===== src/rtl/lsu_pkg.sv =====
// Shared types and helpers for the RV32I load/store unit.
package lsu_pkg;

  localparam logic [2:0] F3_B  = 3'b000;
  localparam logic [2:0] F3_H  = 3'b001;
  localparam logic [2:0] F3_W  = 3'b010;
  localparam logic [2:0] F3_BU = 3'b100;
  localparam logic [2:0] F3_HU = 3'b101;

  typedef enum logic [1:0] {StIdle, StRead, StWrite, StResp} lsu_state_e;

  // Legal funct3 for the access kind, plus natural alignment of halfwords and words.
  function automatic logic is_legal(input logic is_store, input logic [2:0] funct3,
                                    input logic [1:0] offset);
    logic ok;
    if (is_store) ok = funct3 inside {F3_B, F3_H, F3_W};
    else          ok = funct3 inside {F3_B, F3_H, F3_W, F3_BU, F3_HU};
    if (funct3[1:0] == 2'b01 && offset[0]) ok = 1'b0;
    if (funct3 == F3_W && offset != 2'b00) ok = 1'b0;
    return ok;
  endfunction

endpackage


===== src/rtl/lsu_align.sv =====
// Combinational byte-lane merge for stores and extract/extend for loads.
module lsu_align
  import lsu_pkg::*;
(
  input  logic [31:0] word_i,
  input  logic [31:0] wdata_i,
  input  logic [2:0]  funct3_i,
  input  logic [1:0]  offset_i,
  output logic [31:0] merged_o,
  output logic [31:0] load_data_o
);

  logic [7:0]  byte_sel;
  logic [15:0] half_sel;

  assign byte_sel = word_i[{offset_i, 3'b000} +: 8];
  assign half_sel = word_i[{offset_i[1], 4'b0000} +: 16];

  always_comb begin
    merged_o = word_i;
    case (funct3_i[1:0])
      2'b00:   merged_o[{offset_i, 3'b000} +: 8] = wdata_i[7:0];
      2'b01:   merged_o[{offset_i[1], 4'b0000} +: 16] = wdata_i[15:0];
      2'b10:   merged_o = wdata_i;
      default: merged_o = word_i;
    endcase
  end

  always_comb begin
    load_data_o = '0;
    case (funct3_i)
      F3_B:    load_data_o = {{24{byte_sel[7]}}, byte_sel};
      F3_H:    load_data_o = {{16{half_sel[15]}}, half_sel};
      F3_W:    load_data_o = word_i;
      F3_BU:   load_data_o = {24'h0, byte_sel};
      F3_HU:   load_data_o = {16'h0, half_sel};
      default: load_data_o = '0;
    endcase
  end

endmodule


===== src/rtl/load_store_unit.sv =====
// RV32I data-memory initiator: aligned word reads, read-modify-write for sub-word stores.
module load_store_unit
  import lsu_pkg::*;
#(
  parameter int unsigned XLEN = 32
) (
  input  logic            clk,
  input  logic            rst,
  input  logic            req_valid,
  output logic            req_ready,
  input  logic            req_is_store,
  input  logic [2:0]      req_funct3,
  input  logic [XLEN-1:0] req_addr,
  input  logic [XLEN-1:0] req_wdata,
  output logic            resp_valid,
  output logic            resp_err,
  output logic [XLEN-1:0] load_data,
  output logic [XLEN-1:0] mem_address,
  output logic [XLEN-1:0] mem_write_data,
  output logic            mem_write_enable,
  input  logic [XLEN-1:0] mem_read_data
);

  lsu_state_e      state_q, state_d;
  logic            is_store_q, err_q;
  logic [2:0]      funct3_q;
  logic [XLEN-1:0] addr_q, wdata_q, rdata_q;
  logic [XLEN-1:0] merged, extracted;

  always_ff @(posedge clk) begin
    if (rst) state_q <= StIdle;
    else     state_q <= state_d;
  end

  always_ff @(posedge clk) begin
    if (rst) begin
      is_store_q <= 1'b0;
      err_q      <= 1'b0;
      funct3_q   <= '0;
      addr_q     <= '0;
      wdata_q    <= '0;
      rdata_q    <= '0;
    end else begin
      if (state_q == StIdle && req_valid) begin
        is_store_q <= req_is_store;
        funct3_q   <= req_funct3;
        addr_q     <= req_addr;
        wdata_q    <= req_wdata;
        err_q      <= !is_legal(req_is_store, req_funct3, req_addr[1:0]);
      end
      if (state_q == StRead) rdata_q <= mem_read_data;
    end
  end

  always_comb begin
    state_d = state_q;
    unique case (state_q)
      StIdle: begin
        if (req_valid) begin
          state_d = is_legal(req_is_store, req_funct3, req_addr[1:0]) ? StRead : StResp;
        end
      end
      StRead:  state_d = is_store_q ? StWrite : StResp;
      StWrite: state_d = StResp;
      StResp:  state_d = StIdle;
      default: state_d = StIdle;
    endcase
  end

  lsu_align u_align (
    .word_i      (rdata_q),
    .wdata_i     (wdata_q),
    .funct3_i    (funct3_q),
    .offset_i    (addr_q[1:0]),
    .merged_o    (merged),
    .load_data_o (extracted)
  );

  always_comb begin
    req_ready        = (state_q == StIdle);
    resp_valid       = (state_q == StResp);
    resp_err         = (state_q == StResp) && err_q;
    load_data        = (state_q == StResp && !is_store_q && !err_q) ? extracted : '0;
    // Gate with rst so a reset landing on the WRITE cycle never commits the word.
    mem_write_enable = (state_q == StWrite) && !rst;
    mem_write_data   = merged;
    mem_address      = {addr_q[XLEN-1:2], 2'b00};
  end

endmodule


===== config.mk =====
export PLATFORM = sky130hd
export DESIGN_NAME = load_store_unit
export DESIGN_NICKNAME = d
export VERILOG_FILES = /design/src/rtl/lsu_pkg.sv /design/src/rtl/lsu_align.sv /design/src/rtl/load_store_unit.sv
export SDC_FILE = /design/constraint.sdc
export NUM_CORES = 1
export LEC_CHECK = 0
export BUFFER_PORTS_ARGS = -buffer_cell sky130_fd_sc_hd__buf_4
export CORE_ASPECT_RATIO = 1.1
export CORE_MARGIN = 2
export CORE_UTILIZATION = 45
export CTS_BUF_LIST = sky130_fd_sc_hd__clkbuf_16
export DETAILED_ROUTE_END_ITERATION = 6
export HOLD_SLACK_MARGIN = 0.15
export PLACE_DENSITY_LB_ADDON = 0.05
export SYNTH_ARGS = -nofsm -noshare
export SYNTH_HDL_FRONTEND = slang
export SYNTH_SLANG_ARGS = --single-unit
export TNS_END_PERCENT = 30

===== constraint.sdc =====
create_clock -name clk -period 2 [get_ports clk]
set_input_delay 0.1 -clock clk [delete_from_list [all_inputs] [get_ports clk]]
set_output_delay 0.1 -clock clk [all_outputs]
set_load 0.02 [all_outputs]

Word-level counts from Yosys, hierarchy flattened

Index checks and enable logic that the tools add are counted.
W data, S select, Z words.

Bits in registers: 103
Bits of input ports: 103
Output and inout port bits: 100
Word-level logic and storage cells: 64

Multiplexer cells: 16
Shifts and indexed selects: 6
Equality and inequality tests: 15
$add $sub $neg: 2
Reductions and logical operators: 18

Operator list:

| operator                  | number |
|---|---|
| $pmux W32 S5              | 1 |
| $pmux W32 S3              | 1 |
| $bwmux W32                | 2 |
| $mux W32                  | 1 |
| $shift A16 B7 Y32 const A | 1 |
| $shift A8 B7 Y32 const A  | 1 |
| $shiftx A16 B7 Y32        | 1 |
| $shiftx A32 B6 Y16        | 1 |
| $shiftx A32 B6 Y8         | 1 |
| $shiftx A8 B7 Y32         | 1 |
| $neg A5 Y7                | 2 |
| $eq A3 B3 Y1 const B      | 4 |
| $mux W1                   | 8 |
| $pmux W2 S4               | 1 |
| $logic_and A1 B1 Y1       | 7 |
| $eq A2 B1 Y1 const B      | 3 |
| $eq A2 B2 Y1 const B      | 3 |
| $eq A3 B1 Y1 const B      | 2 |
| $eq A3 B2 Y1 const B      | 2 |
| $logic_not A3 Y1          | 2 |
| $reduce_bool A5 Y1        | 1 |
| $logic_not A1 Y1          | 4 |
| $logic_not A2 Y1          | 2 |
| $mux W2                   | 2 |
| other kinds (3)           | 3 |

Longest topological paths before layout

Gate-level depths: netlist of the first run.

Depth after elaboration: 10
Gate-level depth with buffers: 8
Depth with buffers taken out: 6

By module

Synthesis of the first run repeated with hierarchy kept, for this count alone.

Cell total of the unflattened synthesis: 810
Area, all modules: 6406.1 um^2

Modules (own cells, without submodules):

| module          | instances | area each (um^2) | cells an instance | sequential area each (um^2) |
|---|---|---|---|---|
| load_store_unit | 1         | 4127.7           | 493               | 2062.0 |
| lsu_align       | 1         | 2278.4           | 317               | 0.0 |

Worst setup path after synthesis of the first run

OpenSTA, ideal clock, no wires.

Kind: reg2out
Start: register addr_q[1]
End: output mem_write_data[17]
Cell stages (with the launch flop): 8
Path slack: -0.035 ns
Data arrival time: 1.935 ns
Buffers on the path: 2
Data required time: 1.900 ns
Path through: dfxtp_1 -> buf_6 -> inv_1 -> ha_1 -> and4b_1 -> buf_2 -> a21oi_1 -> a211oi_1

Longest elaborated chain between the ends: 4
Elaborated cells on any way between the ends: 9
Classes of those cells: add/sub (2); shift (4); mux (3)

RTL lines:

| element                                    | line                             | text |
|---|---|---|
| from (decl)                                | load_store_unit.sv:27            | `logic [XLEN-1:0] addr_q, wdata_q, rdata_q;` |
| from (signal assigned)                     | load_store_unit.sv:47            | `addr_q <= req_addr;` |
| $neg A5 Y7 (on tied branches)              | lsu_align.sv:23, lsu_align.sv:22 |  |
| $shiftx A16 B7 Y32 (tied with other cells) | lsu_align.sv:23                  | `2'b01: merged_o[{offset_i[1], 4'b0000} +: 16] = wdata_i[15:0];` |
| $bwmux W32 (on tied branches)              | lsu_align.sv:23, lsu_align.sv:22 |  |
| $pmux W32 S3 (*)                           | lsu_align.sv:21                  | `case (funct3_i[1:0])` |
| to (decl)                                  | load_store_unit.sv:19            | `output logic [XLEN-1:0] mem_write_data,` |

Every way passes the cells marked *; elsewhere a longest branch is shown, timed or not.

Worst setup path after layout of the first run

Start: register addr_q[1]
End: output load_data[23]

Longest elaborated chain between the ends: 3
Elaborated cells on any way between the ends: 4
Classes of those cells: shift (2); mux (2)

RTL lines:

| element                                                        | line                             | text |
|---|---|---|
| $shiftx A32 B6 Y16 / $shiftx A32 B6 Y8 (equally long branches) | lsu_align.sv:17, lsu_align.sv:16 |  |
| $pmux W32 S5 (*)                                               | lsu_align.sv:31                  | `case (funct3_i)` |
| $mux W32 (*)                                                   | load_store_unit.sv:83            | `load_data = (state_q == StResp && !is_store_q && !err_q) ? extracted : '0;` |
| to (decl)                                                      | load_store_unit.sv:17            | `output logic [XLEN-1:0] load_data,` |

Marks and branches as above.

==> results of run 1 <==
-- routing by layer --
metal	vias to the layer above	global-route usage (%)
met5	-	0
met4	0	11.4
met3	51	6.03
met2	314	52.7
met1	3047	36.1
li1	3103	-
-- through the flow --
stage | power, W | instances
final | 0.00923 | 1184
after global routing | 0.00971 | 1184
after CTS | 0.00909 | 1182
after detailed placement | 0.00684 | 1057
after global placement | 0.00677 | 1057
after floorplan | 0.00549 | 760
-- where the power goes --
| group | total [W] | internal (W) | switching [W] |
|---|---|---|---|
| sequential | 0.00300 | 0.00247 | 0.000532 |
| combinational | 0.00443 | 0.00199 | 0.00245 |
| clock | 0.00180 | 0.000978 | 0.000818 |
-- repair_timing --
item / 4_1_cts / 5_1_grt
hold buffers: 101 / 0
pin swaps: 14 / 8
cloned: 1 / 0
setup buffers: 7 / 2
setup endpoints to repair: 64 / 61
resized for setup: 55 / 37
hold endpoints to repair: 101 / 0
-- worst max-delay path by stage --
stage	endpoint	slack [ns]	cells past startpoint
final	load_data[23]	-0.15	8
after global routing	load_data[23]	-0.20	8
after CTS	load_data[21]	-0.15	8
after detailed placement	load_data[11]	0.03	6
after global placement	load_data[11]	0.09	6
after floorplan	mem_write_data[18]	-0.03	7
-- worst max-delay path, stage by stage (launching register included) --
cell	delay, ns
dfxtp_2	0.34
buf_6	0.12
buf_8	0.11
mux2_4	0.33
o311ai_4	0.23
buf_6	0.17
buf_16	0.14
a21oi_1	0.08
buf_4	0.17
-- cells in the final DEF, fill, tap and decap left out, types with 3 or more instances in the layout --
master	instances
o21ai_2	3
ha_1	4
dlygate4sd3_1	101
buf_4	209
nand2b_1	8
buf_12	8
a221oi_2	4
nor2_1	62
buf_6	19
buf_8	3
nor3_1	8
a21oi_4	6
a211oi_2	6
a22oi_1	11
nand3_1	14
clkbuf_16	9
a21oi_2	9
a222oi_1	13
a22o_1	8
ha_4	3
mux2_2	7
dfxtp_2	3
a221oi_1	4
nand2_1	178
a21oi_1	100
o21ai_0	16
inv_1	12
dfxtp_1	99
mux2i_1	42
o21ai_1	5
-- logic make-up (layout without fill, tap and decap cells) --
logic type	Yosys count	after routing
AOI/OAI and AO/OA	194	194
adders and majority gates	9	9
buffers and inverters	103	370
DFF	103	103
muxes	51	51
other	1	2
and+or+nand+nor	298	298
-- area by class of cell --
type                            count  area share (%)
Timing Repair Buffer              341            33.5
Tap cell                          157            2.17
Inverter                           13           0.540
Clock buffer                        9            2.49
Sequential cell                   103            22.9
Multi-Input combinational cell    554            37.6
Clock inverter                      7           0.789
-- registers in the layout, summed over array words and instances (netlist names) --
signal and count:
state_q 2, wdata_q 32, funct3_q 3, err_q 1, addr_q 32, rdata_q 32
is_store_q 1
==> results_dict.tcl, run 1 <==
set metrics [dict create \
    yosys.area.top_type "dfxtp_1" \
    synth_top_family_by_area "simple AND/OR/NAND/NOR gates" \
    highest_layer "met4" \
    dpl_cell_area_sq_mm 0.00725 \
    crit_fanout 7 \
    drc 1 \
    wl_um 21400 \
    setup-tns-final_ns -2.38 \
    fin_nets 1134 \
    leakage_nw 3.81 \
    antenna_left 0 \
    yosys.area_share.simple_pct 22.0 \
    path_class "flop to output port" \
    r2r_slack_ns 0.44 \
    diodes 0 \
    start_kind "flop" \
    max_freq_ghz 0.466 \
    timing.max_cap.violations 0 \
    met3WireLength_um 1620 \
    slew-limit-headroom_pct 61.7 \
    portBuffers 200 \
    overflow 0 \
    preCtsSetupSlack_ns 0.0250 \
    synth_edf_count 0 \
    wl_met1_um 8540 \
    final_util_pct 71.8 \
    yosysMostFrequentCell "nand2_1" \
    muxShareOfSynthArea_pct 8.99 \
    violations "DRC, setup timing" \
    synth_warnings 0 \
    maxSlewViolCount 0 \
    yosysSeqAreaShare_pct 35.5 \
    cp-startpoint "addr_q[1]$_SDFFE_PP0P_" \
    r2r_start "state_q[1]$_SDFFE_PP0P_" \
    insertion_delay_ns 0.35 \
    stdcell_area_sq_mm 0.00904 \
    clkTransAtPathRegs_ns 0.07 \
    reg2regPathDepth 6 \
    hpwl_um 14500 \
    setup_viol 27 \
    wl_met2_um 10600 \
    grt_use_total_pct 29.9 \
    final-seq-area_sq_mm 0.00207 \
    via_per_inst 5.50 \
    required_ns 1.90 \
    netlist_top_cells_area "dfxtp_1 36%, nand2_1 12%, a21oi_1 9.9%, mux2i_1 7.2%, buf_4 4.9%" \
    drt_iter0_drc 526 \
    rsz0062_at_grt "true" \
    gp_congestion 0.917 \
    cts_buffers 9 \
    cts_max_path_buffers 2 \
    via_count 6515 \
    hold_path.class "primary input to flop" \
    dieArea_sq_mm 0.0138 \
    p_per_area_mw_per_mm2 1020 \
    cp.arrival_ns 2.05 \
    hold_viol_final 0 \
    root_buffer "clkbuf_16" \
    synth_cell_type_count 51 \
    antenna_found_initial 0 \
    whs_ns 0.245 \
    grt_pass1_wl_um 32500 \
    area_delta_synth_final_pct 55.7 \
    hold_end "addr_q[26]$_SDFFE_PP0P_" \
    grt_pass1_vias 6218 \
    drive_above_1_share_pct 31.5 \
    tightestPinTransition_ns 0.575 \
    synthFlopType "dfxtp_1" \
    period_share_pct 107 \
    synthesis.area_sq_mm 0.00581 \
    core_sq_mm 0.0126 \
    status "finished, violations left" \
    synth_common_cells "179 x nand2_1, 115 x a21oi_1, 103 x dfxtp_1, 63 x nor2_1, 42 x mux2i_1" \
    multiInputGateArea_sq_mm 0.00340 \
    vdd_drop_max_uv 874 \
    firstDrtPassIters 7 \
    setup_slack_ns -0.147 \
    cts_tree "built" \
    synth_compound_area_share_pct 20.9 \
    synth-xor-area-share_pct 0 \
    ioPinCount 203 \
    initial_utilization_pct 46.1 \
    fin_skew_ns 0.00889 \
    netlist_instances 759 \
    period_needed_ns 2.15 \
    wl_per_cell_um 18.1 \
    avgSynthCellArea_sq_um 7.65 \
    die_h_um 123 \
    r2r-end "addr_q[0]$_SDFFE_PP0P_" \
    whs_path_depth 2 \
    grt_max_degree 55 \
    ys_async_sr_fraction_pct 0 \
    cts_sinks 103 \
    synthAdderAreaFrac_pct 1.94 \
    min_from "rst" \
    endpoint_kind "output port" \
    yosys_register_bits 103 \
    chipWidth_um 112 \
    synth_top_area_share_pct 35.5 \
    fillCellCount 956 \
    htree_levels 3 \
    row_count 43 \
]
(Power assumes the default switching activity.)
==> inputs of run 2 (changes only) <==
--- a/config.mk
+++ b/config.mk
@@ -5,6 +5,7 @@
 export SDC_FILE = /design/constraint.sdc
 export NUM_CORES = 1
 export LEC_CHECK = 0
+export ABC_AREA = 1
 export BUFFER_PORTS_ARGS = -buffer_cell sky130_fd_sc_hd__buf_4
 export CORE_ASPECT_RATIO = 1.1
 export CORE_MARGIN = 2
==> results_dict.tcl, run 2 <==
set metrics [dict create \
    synth_cell_type_count 28 \
    maxSlewViolCount 0 \
    required_ns 1.90 \
    p_per_area_mw_per_mm2 1210 \
    use_met1_pct 38.0 \
    overflow 0 \
    netlist_instances 921 \
    cts_max_path_buffers 2 \
    layout_commonest_cell "nand2_1" \
    dieArea_sq_mm 0.0141 \
    gp_congestion 0.925 \
    diodes 0 \
    fin_nets 1300 \
    max_freq_ghz 0.505 \
    critPathBufInv 3 \
    ioPinCount 203 \
    core_sq_mm 0.0128 \
    ys_async_sr_fraction_pct 0 \
    setup_viol 0 \
    slowest_delay_ns 0.39 \
    setup_slack_ns 0.0204 \
    leakage_nw 3.92 \
    avgSynthCellArea_sq_um 6.43 \
    hold_path.class "primary input to flop" \
    drive_above_1_share_pct 26.2 \
    wl_um 22200 \
    yosysSeqAreaShare_pct 34.8 \
    synthFlopType "dfxtp_1" \
    busiest_layer "met2" \
    synth_edf_count 0 \
    antenna_found_initial 0 \
    cts_buffers 9 \
    crit_fanout 6 \
    grt_pass1_vias 6612 \
    htree_levels 3 \
    slowest_stage "dfxtp_4" \
    cts_tree "built" \
    rsz0062_at_grt "true" \
    grt_use_total_pct 30.2 \
    path_class "flop to output port" \
    yosys_register_bits 103 \
    synth_warnings 0 \
    grtUsageMet2_pct 49.0 \
    cts_sinks 103 \
    via_per_inst 5.26 \
    synth_top_area_share_pct 34.8 \
    synth_common_cells "290 x nand2_1, 110 x a21oi_1, 103 x dfxtp_1, 82 x inv_1, 52 x nor2_1" \
    cpLargestDelayFamily "flip-flops" \
    netlist_top_cells_area "dfxtp_1 35%, nand2_1 18%, a21oi_1 9.3%, inv_1 5.2%, a211oi_1 4.6%" \
    preCtsSetupSlack_ns 0.197 \
    vdd_drop_max_uv 632 \
    period_needed_ns 1.98 \
    synthesis.area_sq_mm 0.00592 \
    timing.max_cap.violations 0 \
    hpwl_um 15300 \
    antenna_left 0 \
    final_cell_mix "285 x nand2_1, 233 x buf_4, 101 x dlygate4sd3_1" \
    reg_top3 "addr_q: 32 flops, rdata_q: 32 flops, wdata_q: 32 flops" \
    status "finished clean" \
    clkTransAtPathRegs_ns 0.07 \
    area_delta_synth_final_pct 53.2 \
    row_count 43 \
    start_kind "flop" \
    wl_per_cell_um 16.4 \
    hold_viol_final 0 \
    chipWidth_um 113 \
    grt_pass1_wl_um 33900 \
    die_h_um 124 \
    final_util_pct 71.2 \
    insertion_delay_ns 0.36 \
    grt_max_degree 53 \
    drc 0 \
    firstDrtPassIters 5 \
    cp.arrival_ns 1.88 \
    path_cells "inv_4, ha_4, buf_4, nand2_1, o21ai_1, nand2_1, nand4_1, buf_4" \
    initial_utilization_pct 46.5 \
    yosys.area.top_type "dfxtp_1" \
    portBuffers 200 \
    met3_usage_pct 7.45 \
    endpoint_kind "output port" \
    drt_iter0_drc 534 \
    root_buffer "clkbuf_16" \
    yosysMostFrequentCell "nand2_1" \
    via_count 7105 \
    fin_skew_ns 0.00479 \
    period_share_pct 99.0 \
]
## run 2: cell types whose count changed in the layout (fill, tap and decap cells not counted), moves of 11 or more
cell      before  now
nand4_1        0   11
nand3_1       14   38
buf_6         19    3
o21ai_0       16   39
nor2_1        62   46
o211ai_1       0   12
mux2i_1       42    0
buf_4        209  233
inv_1         12   76
nand2_1      178  285
a222oi_1      13    0
a211oi_1       0   36
## run 2: final timing paths
kind                                                from                        to  slack, ns  cells after the start
worst min-delay path                                 rst   addr_q[19]$_SDFFE_PP0P_       0.20                      2
worst min register to register  wdata_q[21]$_SDFFE_PP0P_  wdata_q[21]$_SDFFE_PP0P_       0.47                      2
worst max register to register   state_q[1]$_SDFFE_PP0P_   state_q[0]$_SDFFE_PP0P_       0.17                      7
worst max-delay path              addr_q[1]$_SDFFE_PP0P_        mem_write_data[17]       0.02                      8
## run 2: per-layer routing
layer,wire length (um),up-vias,part of all wire [%]
met5,0,-,0
met4,835,0,3.8
met3,1770,54,8.0
met2,10500,308,47
met1,9110,3223,41
li1,-,3520,-
## run 2: area by class of cell
type | count | area, sq um
inverters | 85 | 325
clock buffers | 9 | 225
multi-input cells | 645 | 3270
repair buffers | 344 | 2950
fillers | 1101 | 3680
flip-flops and latches | 103 | 2070
well taps | 157 | 196
clock inverters | 7 | 46.3
## run 2: metrics by stage
step | power [W] | std cells | hold WS, ns | setup TNS [ns] | area (sq um)
after floorplan | 0.00656 | 922 | 0.244 | -0.137 | 5990
after global placement | 0.00855 | 1223 | 0.350 | 0 | 7490
after detailed placement | 0.00856 | 1223 | 0.360 | 0 | 7490
after CTS | 0.0105 | 1341 | 0.181 | -0.542 | 8850
after global routing | 0.0116 | 1350 | 0.201 | -0.172 | 9070
final | 0.0110 | 1350 | 0.202 | 0 | 9070
## run 2: timing repair
| action | 4_1_cts | 5_1_grt |
|---|---|---|
| endpoints found under the hold margin | 102 | 0 |
| buffers inserted | 0 | 9 |
| pin swaps | 0 | 6 |
| cloned | 1 | 0 |
| setup endpoints to repair | 59 | 64 |
| resized for setup | 18 | 40 |
| hold buffers | 101 | 0 |
## run 2: power by group
part | internal (W) | switching, W | total, W
Clock | 0.000851 | 0.000840 | 0.00169
Combinational | 0.00242 | 0.00379 | 0.00621
Sequential | 0.00260 | 0.000493 | 0.00309
Total | 0.00586 | 0.00513 | 0.0110
## run 2: kinds of logic (layout without fill, tap and decap cells)
logic type / Yosys count / in the layout / share of synthesized area (%)
compound gates: 234 / 234 / 22.4
fa+ha+maj: 9 / 9 / 1.90
buf+inv: 174 / 445 / 13.4
flops: 103 / 103 / 34.8
other cells: 1 / 2 / 0.0633
simple gates: 400 / 400 / 27.4
## run 2: worst register-to-register path, stage by stage (launching register included)
cell,delay [ns]
dfxtp_1,0.34
inv_1,0.10
ha_1,0.38
inv_1,0.27
buf_4,0.25
nor3_1,0.19
nor2_1,0.06
a211oi_1,0.16
==> inputs of run 3 (changes only) <==
--- a/config.mk
+++ b/config.mk
@@ -7,8 +7,9 @@
 export LEC_CHECK = 0
 export ABC_AREA = 1
 export BUFFER_PORTS_ARGS = -buffer_cell sky130_fd_sc_hd__buf_4
+export CAP_MARGIN = 20
 export CORE_ASPECT_RATIO = 1.1
-export CORE_MARGIN = 2
+export CORE_MARGIN = 4
 export CORE_UTILIZATION = 45
 export CTS_BUF_LIST = sky130_fd_sc_hd__clkbuf_16
 export DETAILED_ROUTE_END_ITERATION = 6
==> results_dict.tcl, run 3 (same netlist as run 2, synthesis figures left out) <==
set metrics [dict create \
    period_needed_ns 1.99 \
    hold_path.class "primary input to flop" \
    path_cells "inv_6, buf_8, nand2_1, nand2_2, nand2_1, nand2_2, nand2_4, clkbuf_16, a21oi_2, buf_6" \
    wl_um 22700 \
    fin_nets 1296 \
    overflow 0 \
    firstDrtPassIters 6 \
    setup_slack_ns 0.0119 \
    core_sq_mm 0.0128 \
    stdcell_area_sq_mm 0.00921 \
    required_ns 1.90 \
    area_delta_synth_final_pct 55.5 \
    grt_use_total_pct 28.5 \
    antenna_found_initial 0 \
    via_per_inst 5.35 \
    maxSlewViolCount 0 \
    setup_viol 0 \
    initial_utilization_pct 46.5 \
    grt_max_degree 59 \
    status "finished clean" \
    fillCellCount 1066 \
    p_total_w 0.0112 \
    antenna_left 0 \
    dpl_cell_area_sq_mm 0.00747 \
    diodes 0 \
    endpoint_kind "output port" \
    cts_sinks 103 \
    path_class "flop to output port" \
    grt_pass1_vias 6839 \
    via_count 7207 \
    portBuffers 200 \
    insertion_delay_ns 0.35 \
    tightestPinTransition_ns 0.654 \
    preCtsSetupSlack_ns 0.170 \
    p_per_area_mw_per_mm2 1210 \
    slowest_delay_ns 0.39 \
    hpwl_um 15200 \
    root_buffer "clkbuf_16" \
    ioPinCount 203 \
    reg_top3 "addr_q: 32 flops, rdata_q: 32 flops, wdata_q: 32 flops" \
    dieArea_sq_mm 0.0151 \
    max_freq_ghz 0.503 \
    setup-tns-final_ns 0 \
    layout_commonest_cell "nand2_1" \
    drt_iter0_drc 737 \
    cts_tree "built" \
    cp.arrival_ns 1.89 \
    chipWidth_um 117 \
    drive_above_1_share_pct 26.7 \
    cts_buffers 9 \
    cts_max_path_buffers 2 \
    die_h_um 128 \
    gp_congestion 0.945 \
    timing.max_cap.violations 0 \
    hold_viol_final 0 \
    cpLargestDelayFamily "buffers and inverters" \
    period_share_pct 99.4 \
    critPathBufInv 4 \
    crit_fanout 6 \
    slowest_stage "dfxtp_4" \
    vdd_drop_max_uv 635 \
    start_kind "flop" \
    clkTransAtPathRegs_ns 0.07 \
    fin_skew_ns 0.00461 \
    htree_levels 3 \
    final_cell_mix "285 x nand2_1, 213 x buf_4, 101 x dlygate4sd3_1" \
    slew-limit-headroom_pct 56.4 \
    drc 0 \
    rsz0062_at_grt "true" \
    wl_per_cell_um 16.9 \
    grt_pass1_wl_um 34800 \
    row_count 43 \
    whs_ns 0.293 \
    leakage_nw 3.93 \
]
==> run 3: changes by cell type in the layout (fill, tap and decap cells not counted), moves of 3 or more <==
| cell | change |
|---|---|
| buf_6 | +11 |
| buf_4 | -20 |
| inv_2 | -3 |
| a21oi_2 | +10 |
| a21oi_1 | -12 |
| clkbuf_16 | +3 |
==> run 3: power breakdown <==
| part | total, W | internal (W) | switching [W] |
|---|---|---|---|
| Combinational | 0.00645 | 0.00251 | 0.00393 |
| Sequential | 0.00311 | 0.00260 | 0.000503 |
| Clock | 0.00163 | 0.000834 | 0.000795 |
==> run 3: metal layers <==
layer | vias up | part of all wire (%) | GRT usage, %
met5 | - | 0 | 0
met2 | 341 | 48 | 48.5
met3 | 60 | 7.6 | 5.71
li1 | 3512 | - | -
met4 | 0 | 3.8 | 12.8
met1 | 3294 | 40 | 35.3
==> run 3: metrics by stage <==
| stage | utilization (%) | std cells |
|---|---|---|
| 3_5_place_dp | 58.6 | 1218 |
| 4_1_cts | 69.2 | 1336 |
| 5_1_grt | 72.2 | 1346 |
| 3_3_place_gp | 58.6 | 1218 |
| 2_1_floorplan | - | 922 |
| 6_report | 72.2 | 1346 |
==> run 3: cell type report <==
cell class	count	area, sq um	area share, %
inverter	85	334	3.63
timing repair buffer	340	3030	32.9
multi-input combinational	645	3310	36.0
clock inverter	7	40.0	0.435
sequential	103	2070	22.5
clock buffer	9	225	2.44
tap	157	196	2.13
==> run 3: path summary, 6_finish.rpt <==
check	from	endpoint	slack, ns	cells past startpoint
setup reg to reg	state_q[1]$_SDFFE_PP0P_	rdata_q[14]$_SDFFE_PP0N_	0.25	6
hold / removal	rst	rdata_q[0]$_SDFFE_PP0N_	0.29	2
hold reg to reg	wdata_q[18]$_SDFFE_PP0P_	wdata_q[18]$_SDFFE_PP0P_	0.47	2
setup / recovery	addr_q[1]$_SDFFE_PP0P_	load_data[12]	0.01	10
==> run 3: worst register-to-register path: stages (launching register included) <==
cell      delay, ns
dfxtp_1        0.39
inv_1          0.10
ha_1           0.22
inv_1          0.35
buf_4          0.31
nor2_1         0.09
a211oi_1       0.21
==> run 3: repair_timing <==
action,4_1_cts,5_1_grt
buffers inserted,0,6
pin swaps,0,7
gates cloned,1,4
endpoints found under the setup margin,57,63
hold buffers,101,0
endpoints found under the hold margin,102,0
gates resized for setup,18,69
